### config.mk
export PLATFORM = sky130hd
export DESIGN_NAME = signed_number_32_bit_divider
export DESIGN_NICKNAME = d
export VERILOG_FILES = /design/src/rtl/signed_number_32_bit_divider.sv
export SDC_FILE = /design/constraint.sdc
export NUM_CORES = 1
export LEC_CHECK = 0
export ABC_CLOCK_PERIOD_IN_PS = 3090
export CAP_MARGIN = 30
export CORE_ASPECT_RATIO = 1.75
export CORE_MARGIN = 4
export CORE_UTILIZATION = 52
export DETAILED_ROUTE_END_ITERATION = 6
export PLACE_DENSITY = 0.77
export SLEW_MARGIN = 20
export SYNTH_ARGS = -nofsm -noshare
export SYNTH_HDL_FRONTEND = slang
export SYNTH_SLANG_ARGS = --single-unit
### constraint.sdc
create_clock -name clk -period 3.09 [get_ports clk]
set_input_delay 0.618 -clock clk [delete_from_list [all_inputs] [get_ports clk]]
set_output_delay 0.618 -clock clk [all_outputs]
set_load 0.03 [all_outputs]
### src/rtl/signed_number_32_bit_divider.sv
// Iterative signed 32-bit restoring divider: one quotient bit per clock, start/busy/done handshake.
// Optional macro DIV_ZERO_FASTPATH_EN: a zero divisor skips the iteration and finishes in two cycles.
module signed_number_32_bit_divider #(
  parameter int WIDTH = 32
) (
  input  logic             clk,
  input  logic             rst_n,
  input  logic             start,
  input  logic [WIDTH-1:0] a,
  input  logic [WIDTH-1:0] b,
  output logic             busy,
  output logic             done,
  output logic [WIDTH-1:0] quotient,
  output logic [WIDTH-1:0] remainder,
  output logic             div_by_zero,
  output logic             overflow
);

  typedef enum logic [1:0] {
    S_IDLE = 2'd0,
    S_CALC = 2'd1,
    S_FIX  = 2'd2
  } state_t;

  state_t      r_state;
  logic [32:0] r_div_mag;
  logic [31:0] r_dq;
  logic [32:0] r_rem;
  logic [4:0]  r_cnt;
  logic        r_sign_q;
  logic        r_sign_r;
  logic        r_b_zero;
  logic        r_ovf;
  logic [31:0] r_a_raw;

  logic [32:0] w_shift;
  logic        w_ge;
  logic [32:0] w_sub;

  // 33-bit magnitude so that -2^31 is represented exactly.
  function automatic logic [32:0] f_mag33(input logic [31:0] v);
    f_mag33 = v[31] ? (33'd0 - {1'b1, v}) : {1'b0, v};
  endfunction

  function automatic logic [31:0] f_apply_sign(input logic neg, input logic [32:0] mag);
    f_apply_sign = neg ? 32'(33'd0 - mag) : 32'(mag);
  endfunction

  // r_dq holds the remaining dividend bits on the left and the growing quotient on the right.
  assign w_shift = {r_rem[31:0], r_dq[31]};
  assign w_ge    = (w_shift >= r_div_mag);
  assign w_sub   = w_shift - r_div_mag;

  // Control FSM, iteration datapath and registered result outputs.
  always_ff @(posedge clk or negedge rst_n) begin
    if (!rst_n) begin
      r_state     <= S_IDLE;
      r_div_mag   <= 33'd0;
      r_dq        <= 32'd0;
      r_rem       <= 33'd0;
      r_cnt       <= 5'd0;
      r_sign_q    <= 1'b0;
      r_sign_r    <= 1'b0;
      r_b_zero    <= 1'b0;
      r_ovf       <= 1'b0;
      r_a_raw     <= 32'd0;
      busy        <= 1'b0;
      done        <= 1'b0;
      quotient    <= 32'd0;
      remainder   <= 32'd0;
      div_by_zero <= 1'b0;
      overflow    <= 1'b0;
    end else begin
      done <= 1'b0;
      case (r_state)
        S_IDLE: begin
          if (start) begin
            r_div_mag <= f_mag33(b);
            r_dq      <= 32'(f_mag33(a));
            r_rem     <= 33'd0;
            r_cnt     <= 5'd31;
            r_sign_q  <= a[31] ^ b[31];
            r_sign_r  <= a[31];
            r_b_zero  <= (b == 32'd0);
            r_ovf     <= (a == 32'h8000_0000) && (b == 32'hFFFF_FFFF);
            r_a_raw   <= a;
            busy      <= 1'b1;
`ifdef DIV_ZERO_FASTPATH_EN
            if (b == 32'd0) begin
              r_state <= S_FIX;
            end else begin
              r_state <= S_CALC;
            end
`else
            r_state   <= S_CALC;
`endif
          end else begin
            r_state <= S_IDLE;
          end
        end
        S_CALC: begin
          if (w_ge) begin
            r_rem <= w_sub;
          end else begin
            r_rem <= w_shift;
          end
          r_dq  <= {r_dq[30:0], w_ge};
          r_cnt <= r_cnt - 5'd1;
          if (r_cnt == 5'd0) begin
            r_state <= S_FIX;
          end else begin
            r_state <= S_CALC;
          end
        end
        S_FIX: begin
          // A zero divisor discards whatever the iteration produced.
          if (r_b_zero) begin
            quotient    <= 32'hFFFF_FFFF;
            remainder   <= r_a_raw;
            div_by_zero <= 1'b1;
            overflow    <= 1'b0;
          end else begin
            quotient    <= f_apply_sign(r_sign_q, {1'b0, r_dq});
            remainder   <= f_apply_sign(r_sign_r, r_rem);
            div_by_zero <= 1'b0;
            overflow    <= r_ovf;
          end
          done    <= 1'b1;
          busy    <= 1'b0;
          r_state <= S_IDLE;
        end
        default: begin
          busy    <= 1'b0;
          r_state <= S_IDLE;
        end
      endcase
    end
  end

endmodule
==> metrics.md <==
| Metric | Value |
|---|---|
| Die Area | `26,700 µm²` |
| Ys Warns | `0` |
| Synth Cell Area | `12,500 µm²` |
| Flip-flop and latch area | `5180 µm²` |
| Setup TNS | `0 ns` |
| Tot Pwr | `17.3 mW` |
| Worst-path fanout max | `5` |
| Core Region | `23,500 µm²` |
| Hold Crit Class | `in -> async` |
| Clock Latency Late Sink | `0.49 ns` |
| Via Count | `11,600` |
| Mean post-synth cell area | `8.42 µm²` |
| Antenna violations before repair | `0` |
| Drt pass-1 iters | `6` |
| Area grow syn2layout | `29.3%` |
| WL final | `34,500 µm` |
| Status | `complete, no violations` |
| Final GP Congestion | `0.908` |
| Inserted Clock Buffers | `20` |
| Total Routing Usage GR | `0.254` |
| Worst Tran Pin Value | `0.895 ns` |
| Rel. slew slack | `0.403` |
| Nets | `1,834` |
| Setup violators final | `0` |
| TritonCTS clock tree | `done` |
| Chip Height | `213 µm` |
| Synth top area share | `0.415` |
| Post-synthesis cell count | `1,484` |
| Final Instance Area | `16,100 µm²` |
| Synth top area cells | `dfrtp_1, nand2_1, xor2_1, o21ai_0, a21oi_1` |
| Diode count | `0` |
| CP startpoint kind | `register` |
| VDD IR max | `0.513 mV` |
| WL/cell | `16.9 µm` |
| Required @ worst endpoint | `3.47 ns` |
| Gr ovfl total | `0` |
| H-tree depth | `1` |
| Footprint of the multi-input gates | `7150 µm²` |
| Root buffer cell | `clkbuf_16` |
| Max Cap Viol | `0` |
| Synth unique cells | `55` |
| Final-report hold violation count | `0` |
| Sequential fraction of the synthesis area | `0.415` |
| Fill cells | `1,971` |
| CTS clk-pin slew, worst paths | `0.07 ns` |
| Via-per-instance ratio | `5.69` |
| Syn_nets | `1,592` |
| Pwr Density | `1070 nW/µm²` |
| # DRC | `0` |
| Io pins | `135` |
| Hpwl dp | `26,300 µm` |
| Clock Path Buffers | `3` |
| Leakage | `7.26 nW` |
| Top-count cell post-synth | `nand2_1` |
| Port-buffer cells | `134` |
| Tmin final | `3.09 ns` |
| Final Cycle Share | `0.999` |
| Synth Register Bits | `207` |
| Die X | `125 µm` |
| Number of global-route vias before repair | `11,500` |
| RSZ-0062 raised after global routing | `true` |
| Layout cells sized above 1 | `0.146` |
| Post-DP Area | `15,200 µm²` |
| Most frequent cells after synthesis | `nand2_1, dfrtp_1, o21ai_0, xor2_1, a21oi_1` |
| Min Hold Slack | `0.152 ns` |
| First-pass GRT wire length | `56,100 µm` |
| Crit path capture type | `register` |
| Ys flop type | `dfrtp_1` |
| Skew final | `0.0107 ns` |
| Final slew viol count | `0` |
| Crit Path Class | `reg -> reg` |
| Detailed Route Iter0 Violations | `556` |
| Rows | `74` |
| Hold_buf cts | `0` |
| Initial core utilization | `0.531` |
| Max frequency | `324 MHz` |
| Synth async-reset ratio | `1.00` |
| Post-synth EDFFs | `0` |
| Antenna Violating Nets Remaining | `0` |
| Clock sink count | `207` |
| Largest net degree at the start of global routing | `84` |
| Worst Path Arrival | `3.46 ns` |
| Post-synth top area cell | `dfrtp_1` |
[stage by stage]
stage	worst slack, ns	util	instances
4_1_cts	-0.00829	0.679	2035
6_report	0.00341	0.687	2041
3_5_place_dp	-0.670	0.646	2001
5_1_grt	-0.0884	0.687	2041
2_1_floorplan	-0.00230	-	1484
3_3_place_gp	-0.608	0.646	2001
[sequential cells by signal, summed over array words and instances, names as in the netlist, 2 cells and up]
signal,flops
r_div_mag,33
r_dq,32
r_state,2
r_rem,32
r_cnt,5
quotient,32
r_a_raw,31
remainder,32
[cells in the final DEF, fill, tap and decap left out, types with 5 or more instances in the layout]
master and n:
xor2_1 119, xnor2_1 27, ha_1 37, or4_1 11, nor3_1 6, nand4_1 19
inv_1 52, dfrtp_1 206, buf_4 157, nand2_1 281, a32oi_1 11, nor2_1 81
a21oi_1 98, nand3b_1 7, a21o_1 11, a31oi_1 10, o22ai_1 20, nor2b_1 8
o41ai_1 7, o31ai_1 30, buf_12 5, or4_4 10, nor4_1 13, mux2i_1 12
o21ai_1 20, o21ai_0 174, clkbuf_16 21, a22oi_1 27, clkdlybuf4s50_1 126, and3_1 7
nand3_1 10, nand2b_1 6, or3_1 13, or3_4 8
[path summary, 6_finish.rpt]
check	from	endpoint	slack, ns	depth (start not counted)
setup / recovery	r_rem[10]	remainder[29]	0.003	8
max in group asynchronous	rst_n	r_dq[22]	2.20	2
hold reg to reg	quotient[29]	quotient[29]	0.47	2
hold / removal	rst_n	r_rem[5]	0.15	1
setup reg to reg	r_rem[10]	remainder[29]	0.003	8
min in group clk	quotient[29]	quotient[29]	0.47	2
[per-layer routing]
metal / vias to the layer above / wire (µm) / GRT usage
li1: 5733 / - / -
met2: 254 / 19500 / 0.514
met5: - / 0 / 0
met3: 75 / 1090 / 0.0195
met4: 0 / 1210 / 0.0947
met1: 5543 / 12600 / 0.270
[what timing repair did]
action                                  CTS  global route
endpoints found under the hold margin     0             0
resized for setup                        39            38
pin swaps                                12            20
setup buffers                             1             6
endpoints found under the setup margin   49            60
[cell type report]
cell class / instances / share of cell area
repair buffers: 296 / 0.163
clock buffers: 27 / 0.0352
well taps: 304 / 0.0236
inverters: 54 / 0.0126
flip-flops and latches: 207 / 0.321
multi-input cells: 1147 / 0.443
clock inverters: 6 / 0.00225
[power by group]
part	switching [mW]	internal [mW]
clock	1.02	1.29
combinational	5.67	4.59
sequential	0.937	3.81
[kinds of logic after synthesis]
family | Yosys count | share of synthesized area
and+or+nand+nor | 501 | 0.181
AOI/OAI and AO/OA | 446 | 0.211
DFF | 207 | 0.415
xor gates and xnor gates | 147 | 0.103
buffers and inverters | 130 | 0.0391
adders and majority gates | 41 | 0.0417
muxes | 12 | 0.00961
[critical path: stages (launching register included)]
cell and delay [ns]:
dfrtp_1 0.38, or4_4 0.54, or3_4 0.35, or3_4 0.38, or3_4 0.38, or4_4 0.47, o41ai_4 0.24, xor2_1 0.17
o21ai_1 0.07
No activity file was read; power rests on OpenSTA's default activity.
